[src/rtl/clk_div_ctrl.sv]
// Run/stop controller for the programmable time-base divider.
// Divisor updates land only on a terminal count, so clk_out never glitches.
`timescale 1ns/1ps
module clk_div_ctrl #(
  parameter int CNT_W       = 14,
  parameter int DEFAULT_DIV = 14000,
  parameter int MIN_DIV     = 2
) (
  input  logic             clk_in,
  input  logic             reset,
  input  logic             enable,
  input  logic             cfg_valid,
  input  logic [CNT_W-1:0] cfg_div,
  output logic             cfg_ready,
  output logic             cfg_err,
  output logic             clk_out,
  output logic             tick,
  output logic             busy
);

  typedef enum logic [1:0] {
    S_IDLE,
    S_RUN,
    S_PEND,
    S_STOP
  } state_t;

  state_t           r_state;
  logic [CNT_W-1:0] r_cnt;
  logic [CNT_W-1:0] r_div;
  logic [CNT_W-1:0] r_shadow;
  logic             r_pend;
  logic             r_clk;
  logic             r_tick;
  logic             r_err;

  state_t           w_eff;
  state_t           w_state_n;
  logic [CNT_W-1:0] w_cnt_n;
  logic [CNT_W-1:0] w_div_n;
  logic [CNT_W-1:0] w_shadow_n;
  logic             w_pend_n;
  logic             w_clk_n;
  logic             w_tick_n;
  logic             w_err_n;
  logic             w_xfer;
  logic             w_bad;
  logic             w_acc;
  logic             w_tc;

  assign cfg_ready = (r_state == S_IDLE) || (r_state == S_RUN);
  assign busy      = (r_state != S_IDLE);
  assign clk_out   = r_clk;
  assign tick      = r_tick;
  assign cfg_err   = r_err;

  assign w_xfer = cfg_valid && cfg_ready;
  assign w_bad  = cfg_div < CNT_W'(MIN_DIV);
  assign w_acc  = w_xfer && !w_bad;
  assign w_tc   = r_cnt == (r_div - CNT_W'(1));

  // Re-enable during STOP behaves as the resumed state for that cycle.
  always_comb begin
    w_eff = r_state;
    if (r_state == S_STOP && enable) begin
      w_eff = r_pend ? S_PEND : S_RUN;
    end
  end

  always_comb begin
    w_state_n  = r_state;
    w_cnt_n    = r_cnt;
    w_div_n    = r_div;
    w_shadow_n = r_shadow;
    w_pend_n   = r_pend;
    w_clk_n    = r_clk;
    w_tick_n   = 1'b0;
    w_err_n    = w_xfer && w_bad;
    if (w_eff != S_IDLE) begin
      if (w_tc) begin
        w_cnt_n  = '0;
        w_clk_n  = ~r_clk;
        w_tick_n = 1'b1;
      end else begin
        w_cnt_n = r_cnt + CNT_W'(1);
      end
    end
    unique case (w_eff)
      S_IDLE: begin
        w_cnt_n = '0;
        w_clk_n = 1'b0;
        if (w_acc) w_div_n = cfg_div;
        if (enable) w_state_n = S_RUN;
      end
      S_RUN: begin
        w_state_n = S_RUN;
        if (w_acc) begin
          w_shadow_n = cfg_div;
          w_pend_n   = 1'b1;
          w_state_n  = S_PEND;
        end
        if (!enable) w_state_n = S_STOP;
      end
      S_PEND: begin
        w_state_n = S_PEND;
        if (w_tc) begin
          w_div_n   = r_shadow;
          w_pend_n  = 1'b0;
          w_state_n = S_RUN;
        end
        if (!enable) w_state_n = S_STOP;
      end
      S_STOP: begin
        if (w_tc && r_clk) begin
          w_clk_n   = 1'b0;
          w_state_n = S_IDLE;
          w_pend_n  = 1'b0;
          if (r_pend) w_div_n = r_shadow;
        end
      end
    endcase
  end

  always_ff @(posedge clk_in) begin
    if (reset) begin
      r_state  <= S_IDLE;
      r_cnt    <= '0;
      r_div    <= CNT_W'(DEFAULT_DIV);
      r_shadow <= '0;
      r_pend   <= 1'b0;
      r_clk    <= 1'b0;
      r_tick   <= 1'b0;
      r_err    <= 1'b0;
    end else begin
      r_state  <= w_state_n;
      r_cnt    <= w_cnt_n;
      r_div    <= w_div_n;
      r_shadow <= w_shadow_n;
      r_pend   <= w_pend_n;
      r_clk    <= w_clk_n;
      r_tick   <= w_tick_n;
      r_err    <= w_err_n;
    end
  end

endmodule

[config.mk]
export PLATFORM = sky130hd
export DESIGN_NAME = clk_div_ctrl
export DESIGN_NICKNAME = d
export VERILOG_FILES = /design/src/rtl/clk_div_ctrl.sv
export SDC_FILE = /design/constraint.sdc
export NUM_CORES = 1
export LEC_CHECK = 0
export ABC_AREA = 1
export CAP_MARGIN = 10
export CORE_ASPECT_RATIO = 0.6
export CORE_MARGIN = 2
export CORE_UTILIZATION = 50
export CTS_BUF_LIST = sky130_fd_sc_hd__clkbuf_2
export DETAILED_ROUTE_END_ITERATION = 7
export HOLD_SLACK_MARGIN = 0.03
export PLACE_DENSITY_LB_ADDON = 0.3
export RECOVER_POWER = 50
export SLEW_MARGIN = 20
export SYNTH_ARGS = -nofsm -noshare
export SYNTH_HDL_FRONTEND = slang
export SYNTH_SLANG_ARGS = --single-unit
[constraint.sdc]
create_clock -name clk_in -period 2.45 [get_ports clk_in]
set_input_delay 0.3675 -clock clk_in [delete_from_list [all_inputs] [get_ports clk_in]]
set_output_delay 0.3675 -clock clk_in [all_outputs]
set_load 0.02 [all_outputs]
==> results.cfg, run 1 <==
[outcome]
status = finished clean

[synth]
synthesis.area_um2 = 2840
yosysTopAreaCell = dfxtp_1
yosysTopAreaCellShare_pct = 33.8
synth_edf_count = 0
synth_top_family_by_area = simple AND/OR/NAND/NOR gates
async_flop_share_pct = 0
synth.area.mux_share_pct = 0
syn_area_per_cell_um2 = 6.49
ys_seq_area_share_pct = 33.8
yosysMostFrequentCell = nand2_1
synth_area_leaders = dfxtp_1 (34%), nand2_1 (14%), nor2_1 (7.9%), inv_1 (6.6%), o21ai_0 (5.8%)
ys_ff_latch = 48
ys.flop_type = dfxtp_1
synthSimpleGateAreaFrac_pct = 38.2
synthXorXnorAreaFrac_pct = 4.01
synth_nets = 464
synth-compound-area-share_pct = 10.7
synth_cell_type_count = 35
synth_adder_area_share_pct = 3.52
ys_warn_count = 0
synth_common_cells = nand2_1 (108), nor2_1 (60), inv_1 (50)
synth_cells = 438

[power]
powerDensity_nw_per_um2 = 791
leakage_nw = 1.56
vdd_drop_max_mv = 0.540

[grt]
grt_start_max_net_pins = 30
overflow = 0
grt_util_all_layers_pct = 22.8
grt_pass1_vias = 2627
antenna_found_initial = 0
grt_pass1_wl_um = 11700

[detailed_routing]
ant_nets = 0
viasPerCell = 5.23
dr_total_vias = 2895
dr.pass1.iters = 5
routed_wl_um = 7160
drt_iter0_drc = 138
drc = 0
wl_per_cell_um = 12.9

[clocking]
cts.sinks = 48
hold_buffers = 0
root_buffer = clkbuf_2
clock_latency_ns = 0.44
clkSlewWorstSetupHoldPaths_ns = 0.27
h-tree-depth = 2
clock_path_buffers = 2
numCtsBuffers = 5
cts_tree = yes

[die]
core_um2 = 5520
rows = 21
dieArea_um2 = 6320
initial_core_util_pct = 51.5
io_pins = 23
die_y_um = 62.4
dieWidth_um = 101

[critical_path]
slowest_stage = dfxtp_2
crit_chain = inv_2 > ha_4 > nand2_4 > nor2_4 > nand2_2 > nor2_1 > nand2_1 > nand2_1 > inv_2 > nor3b_2 > nand4_1 > inv_2 > ha_4 > nor2_4 > clkinv_4 > nand3_4 > nand2_2 > nand2_1 > nor2_1
worstSetupStartpointType = flip-flop
cp.arrival_ns = 2.77
path_buf_inv = 4
path_class = flip-flop to flip-flop
cp-end-kind = flip-flop
required_ns = 2.85
critPathTopFamily = simple AND/OR/NAND/NOR gates
cp_max_fo = 6
slowest_delay_ns = 0.39

[sta]
rsz0062_at_grt = yes
fin_skew_ns = 0.0148
tightest_slew_ns = 0.596
min_period_ns = 2.37
final_max_slew_viol_count = 0
finalSetupViolCount = 0
slew_headroom_pct = 60.2
timing.hold.ws_ns = 0.467
post-route-period-util_pct = 96.6
hold_violations = 0
fmax_mhz = 422
setup_tns_ns = 0

[placement]
place_area_um2 = 3300
dp_hpwl_um = 5320
io_buffers = 22
dp_cells = 542
gp_congestion = 0.899

[layout]
utilization_pct = 63.6
fill_cells = 515
postLayoutCellArea_um2 = 3510
nets = 510
area_growth_pct = 23.4
layoutNonFillerInstCount = 554
drive_gt1_share_pct = 17.3
n_antenna_cell = 0

[min_path]
hp-class = flip-flop to flip-flop

[flow_run]
drv_cap = 0
## placed cells by master, fill, tap and decap left out, types with 5 or more instances in the layout
master / synthesis / layout
nand3_1: 26 / 26
dfxtp_1: 48 / 46
nor3_1: 8 / 8
nand2_1: 108 / 99
clkbuf_2: 0 / 6
xor2_1: 8 / 8
o21ai_0: 33 / 32
a21oi_1: 19 / 17
ha_1: 8 / 6
nand2_2: 5 / 13
xnor2_1: 5 / 5
nor2_1: 60 / 56
nand4_1: 11 / 11
buf_4: 1 / 26
clkdlybuf4s50_1: 0 / 18
inv_1: 50 / 48
nor2_2: 4 / 6
inv_2: 6 / 8
## worst register-to-register path: cells and delay by family (launching register included)
family | cells | cell delay (ns)
adder cells (fa/ha/maj) | 2 | 0.29
buffers and inverters | 4 | 0.31
flip-flops | 1 | 0.39
AND/OR/NAND/NOR | 13 | 1.34
## power by group
group | switching (W) | leakage (nW) | internal (W)
Combinational | 0.000764 | 1.13 | 0.000529
Sequential | 0.000110 | 0.394 | 0.000911
Clock | 0.000286 | 0.0396 | 0.000176
## cells by family (layout without fill, tap and decap cells)
family,after synthesis,in the layout
AOI/OAI and AO/OA,58,58
DFF,48,48
and+or+nand+nor,241,243
xor gates and xnor gates,13,13
adders and majority gates,8,8
buffers and inverters,70,115
## layer usage
layer  vias to the layer above  global-route usage, %  wire length (um)
met1                      1309                   33.8              3680
met2                        72                   33.7              3010
met4                         0                   5.41                90
met5                         -                      0                 0
met3                        12                   4.92               384
li1                       1502                      -                 -
## worst paths after layout
path	slack [ns]	from	cells after the start	end
worst max-delay path	0.08	r_div[1]	19	r_div[1]
worst max register to register	0.08	r_div[1]	19	r_div[1]
worst min-delay path	0.47	r_shadow[13]	2	r_shadow[13]
worst min register to register	0.47	r_shadow[13]	2	r_shadow[13]
## layout make-up
cell class	count	area, um^2	area share [%]
clock buffers	5	25.0	0.714
clock inverters	3	46.3	1.32
inverters	57	219	6.24
multi-input cells	322	1730	49.2
flip-flops and latches	48	963	27.5
well taps	69	86.3	2.46
repair buffers	50	440	12.6
## state kept, by name, summed over array words and instances (netlist names)
signal    cells
r_cnt        14
tick          1
clk_out       1
cfg_err       1
r_state       2
r_shadow     14
r_div        14
r_pend        1
## what timing repair did
item                       4_1_cts  5_1_grt
gates cloned                     1        1
gates resized for setup          7       27
setup endpoints to repair       17       32
pin swaps                        1       11
setup buffers                    1        1
## through the flow
stage               power (W)  setup slack [ns]
finish                0.00278            0.0825
global route          0.00298            -0.152
CTS                   0.00267        -0.0000944
detailed placement    0.00218           -0.0708
global placement      0.00214            0.0382
floorplan             0.00181            0.0594
Power figures use the tool's default switching activity.
==> inputs of run 2 (changes only) <==
--- a/config.mk
+++ b/config.mk
@@ -15,6 +15,7 @@
 export HOLD_SLACK_MARGIN = 0.03
 export PLACE_DENSITY_LB_ADDON = 0.3
 export RECOVER_POWER = 50
+export SKIP_CTS_REPAIR_TIMING = 1
 export SLEW_MARGIN = 20
 export SYNTH_ARGS = -nofsm -noshare
 export SYNTH_HDL_FRONTEND = slang
==> run 2 against run 1 <==
Net effect:
- combinational power is essentially flat
- first-iteration DRC count grew 7.2%
- clock power is essentially flat
- final area shrank 0.25%
- global-route usage shrank 0.47 points
- critical path type unchanged
- largest cell class unchanged
==> results.cfg, run 2 (synthesis gave the netlist of run 1 again) <==
[power]
p_comb_share_pct = 46.6
power_frac_clock_pct = 16.6
vdd_drop_max_mv = 0.564
p_sw_share_pct = 41.5
p_switching_w = 0.00115
p_int_w = 0.00163
totalPowerFinal_w = 0.00278
p_seq_share_pct = 36.8
leakage_nw = 1.57
powerDensity_nw_per_um2 = 794

[sta]
tightest_slew_ns = 0.605
slew_headroom_pct = 59.6
final_max_slew_viol_count = 0
min_period_ns = 2.36
rsz0062_at_grt = yes
hold_violations = 0
fin_skew_ns = 0.0160
setup_tns_ns = 0
finalSetupViolCount = 0
setup_ws_ns = 0.0855
post-route-period-util_pct = 96.5
fmax_mhz = 423

[layout]
utilization_pct = 63.4
multiInputGateArea_um2 = 1710
fill_cells = 517
layout_common_cells = nand2_1 (99), nor2_1 (57), inv_1 (49), dfxtp_1 (45), o21ai_0 (32)
n_antenna_cell = 0
postLayoutCellArea_um2 = 3500
final_common_cell = nand2_1
top_regs = r_cnt (14), r_div (14), r_shadow (14)
nets = 511
drive_gt1_share_pct = 17.3
regArea_um2 = 965
area_growth_pct = 23.1

[detailed_routing]
wl_met1_um = 3610
wl_met2_um = 2970
routed_wl_um = 7080
maxUsedRoutingLayer = met4
ant_nets = 0
dr_total_vias = 2906
met3_length_um = 447
viasPerCell = 5.24
dr.pass1.iters = 5
drc = 0
drt_iter0_drc = 148
wl_per_cell_um = 12.8

[placement]
gp_congestion = 0.899
place_area_um2 = 3300
io_buffers = 22
dp_hpwl_um = 5320
pre_cts_ws_ns = -0.0708

[critical_path]
cp-end-kind = flip-flop
cp.arrival_ns = 2.72
cp_max_fo = 7
required_ns = 2.80
worstSetupStartpointType = flip-flop
path_class = flip-flop to flip-flop

[clocking]
clock_path_buffers = 2
root_buffer = clkbuf_2
cts.sinks = 48
h-tree-depth = 2
cts_tree = yes
clock_latency_ns = 0.44
clkSlewWorstSetupHoldPaths_ns = 0.27
numCtsBuffers = 5

[die]
rows = 21
io_pins = 23
dieWidth_um = 101
core_um2 = 5520
dieArea_um2 = 6320
die_y_um = 62.4
initial_core_util_pct = 51.5

[grt]
grt_pass1_vias = 2595
antenna_found_initial = 0
grt_start_max_net_pins = 30
overflow = 0
grt_pass1_wl_um = 11500
grt_util_all_layers_pct = 22.3

[min_path]
hp-class = flip-flop to flip-flop

[outcome]
status = finished clean

[flow_run]
drv_cap = 0
[run 2: worst paths after layout]
| check | startpoint | to | slack, ns | depth (start not counted) |
|---|---|---|---|---|
| worst min-delay path | r_shadow[13] | r_shadow[13] | 0.47 | 2 |
| worst max-delay path | r_div[1] | r_div[12] | 0.09 | 17 |
| worst max register to register | r_div[1] | r_div[12] | 0.09 | 17 |
| worst min register to register | r_shadow[13] | r_shadow[13] | 0.47 | 2 |
[run 2: power groups by stage]
stage | Sequential, W | Combinational [W] | Clock [W]
after floorplan | 0.00101 | 0.000797 | 0
after global placement | 0.00102 | 0.00112 | 0
after detailed placement | 0.00103 | 0.00115 | 0
after CTS | 0.00101 | 0.00115 | 0.000467
after global routing | 0.00104 | 0.00145 | 0.000496
final | 0.00102 | 0.00130 | 0.000461
[run 2: through the flow]
stage	hold WS, ns	cells
2_1_floorplan	0.424	438
3_3_place_gp	0.435	542
3_5_place_dp	0.440	542
4_1_cts	0.468	550
5_1_grt	0.481	555
6_report	0.467	555
[run 2: layout make-up]
| type | count | share of cell area [%] |
|---|---|---|
| clock inverter | 3 | 1.32 |
| clock buffer | 5 | 0.715 |
| inverter | 57 | 6.26 |
| tap | 69 | 2.47 |
| sequential | 48 | 27.6 |
| multi-input combinational | 322 | 48.9 |
| timing repair buffer | 51 | 12.8 |
[run 2: layer usage]
layer	track usage, %	up-vias
li1	-	1495
met1	33.1	1319
met2	32.9	84
met3	4.81	8
met4	5.57	0
met5	0	-
[run 2: worst max-delay path: stages (launching register included)]
cell and delay (ns):
dfxtp_2 0.39, inv_2 0.07, ha_4 0.15, nand2_4 0.05, nor2_4 0.18, nand2_2 0.10
o21bai_1 0.17, nand2_1 0.08, inv_2 0.06, nor3b_2 0.04, nand4_1 0.11, inv_1 0.06
ha_2 0.18, nor2_4 0.14, clkinv_4 0.13, buf_4 0.18, nand4_1 0.09, nand3_1 0.08
==> inputs of run 3 (changes only) <==
==> constraint.sdc (replaced) <==
create_clock -name clk_in -period 2.4 [get_ports clk_in]
set_input_delay 0.36 -clock clk_in [delete_from_list [all_inputs] [get_ports clk_in]]
set_output_delay 0.36 -clock clk_in [all_outputs]
set_load 0.02 [all_outputs]
==> run 3 against run 2 <==
Net effect:
- the flow now finishes with violations (negative setup slack)
- clock skew increased by 0.010 ns
- non-clock buffer count is 9 higher
- sequential share of layout area shrank 0.61 points
- count of clock-buffer cells in the layout is 1 higher
- critical endpoint is now r_div[0]
- largest cell class unchanged
==> results.cfg, run 3 (synthesis gave the netlist of run 1 again) <==
[power]
leakage_nw = 1.61
p_comb_share_pct = 51.2
power_frac_clock_pct = 12.0
p_int_w = 0.00162
powerDensity_nw_per_um2 = 781
p_seq_share_pct = 36.7
vdd_drop_max_mv = 0.553
p_switching_w = 0.00117
p_sw_share_pct = 41.9

[placement]
dp_cells = 549
pre_cts_ws_ns = -0.192
gp_congestion = 0.908
io_buffers = 22
dp_hpwl_um = 5470

[grt]
overflow = 0
grt_start_max_net_pins = 30
grt_pass1_wl_um = 11800
grt_util_all_layers_pct = 23.4
antenna_found_initial = 0
grt_pass1_vias = 2657

[detailed_routing]
wl_met2_um = 3280
dr.pass1.iters = 4
drc = 0
dr_total_vias = 2948
maxUsedRoutingLayer = met4
viasPerCell = 5.23
drt_iter0_drc = 228
routed_wl_um = 7390
ant_nets = 0
met3_length_um = 360
wl_met1_um = 3660
wl_per_cell_um = 13.1

[clocking]
cts_tree = yes
numCtsBuffers = 5
clkSlewWorstSetupHoldPaths_ns = 0.25
clock_path_buffers = 2
cts.sinks = 48
h-tree-depth = 2
root_buffer = clkbuf_2
clock_latency_ns = 0.45

[critical_path]
cp.arrival_ns = 2.82
required_ns = 2.81
cp_max_fo = 6
path_class = flip-flop to flip-flop
cp-end-kind = flip-flop
worstSetupStartpointType = flip-flop

[sta]
finalSetupViolCount = 1
slew_headroom_pct = 59.4
tightest_slew_ns = 0.608
min_period_ns = 2.41
setup_tns_ns = -0.00870
timing.hold.ws_ns = 0.467
setup_ws_ns = -0.00870
fmax_mhz = 415
hold_violations = 0
rsz0062_at_grt = yes
post-route-period-util_pct = 100
final_max_slew_viol_count = 0
fin_skew_ns = 0.0261

[layout]
drive_gt1_share_pct = 17.4
layout_common_cells = nand2_1 (105), nor2_1 (57), inv_1 (48), dfxtp_1 (46), buf_4 (34)
n_antenna_cell = 0
utilization_pct = 64.8
layoutNonFillerInstCount = 564
top_regs = r_cnt (14), r_div (14), r_shadow (14)
nets = 520
final_common_cell = nand2_1
area_growth_pct = 25.8

[die]
initial_core_util_pct = 51.5
io_pins = 23
rows = 21
dieArea_um2 = 6320
core_um2 = 5520
die_y_um = 62.4
dieWidth_um = 101

[outcome]
status = finished with violations
violations = negative setup slack

[flow_run]
drv_cap = 0

[min_path]
hp-class = flip-flop to flip-flop
[run 3: cell types whose count changed in the layout (fill, tap and decap cells not counted), moves of 2 or more]
cell / before / now
buf_12: 1 / 3
buf_4: 27 / 34
nand2_1: 99 / 105
nand2_2: 13 / 7
[run 3: metal layers]
metal | up-vias | global-route usage (%)
met5 | - | 0
met4 | 0 | 6.59
li1 | 1513 | -
met3 | 11 | 4.59
met2 | 59 | 35.0
met1 | 1365 | 34.2
[run 3: critical path, cell delays in order, from the launching register on]
cell	delay, ns
dfxtp_2	0.38
inv_2	0.07
ha_4	0.16
nand2_4	0.05
nor2_4	0.17
nand2_2	0.10
nor2_2	0.11
nand2_1	0.05
nand2_1	0.07
inv_2	0.05
nor3b_2	0.20
nand4_1	0.17
inv_2	0.10
ha_4	0.13
nor2_4	0.04
clkinv_4	0.11
nand3_4	0.13
nand2_2	0.11
nand2_1	0.06
nor2_1	0.11
[run 3: final timing paths]
kind	start	end	slack [ns]	depth (start not counted)
hold reg to reg	r_shadow[2]	r_shadow[2]	0.47	2
setup reg to reg	r_div[1]	r_div[0]	-0.009	19
setup / recovery	r_div[1]	r_div[0]	-0.009	19
hold / removal	r_shadow[2]	r_shadow[2]	0.47	2
[run 3: power groups by stage]
stage                     clock (W)  combinational [W]  sequential (W)
after global placement            0            0.00121         0.00103
after CTS                  0.000343            0.00126         0.00102
after detailed placement          0            0.00125         0.00104
after floorplan                   0           0.000814         0.00103
final                      0.000336            0.00143         0.00103
after global routing       0.000380            0.00160         0.00104
[run 3: stage by stage]
| step | total power [W] | area, um^2 |
|---|---|---|
| floorplan | 0.00185 | 2840 |
| global placement | 0.00224 | 3370 |
| detailed placement | 0.00229 | 3370 |
| CTS | 0.00262 | 3410 |
| global route | 0.00302 | 3570 |
| finish | 0.00279 | 3570 |
[run 3: final cells by class]
| cell class | count | area (um^2) |
|---|---|---|
| clock buffers | 6 | 30.0 |
| clock inverters | 2 | 11.3 |
| fillers | 511 | 1940 |
| inverters | 57 | 219 |
| multi-input cells | 322 | 1720 |
| flip-flops and latches | 48 | 963 |
| well taps | 69 | 86.3 |
| repair buffers | 60 | 547 |
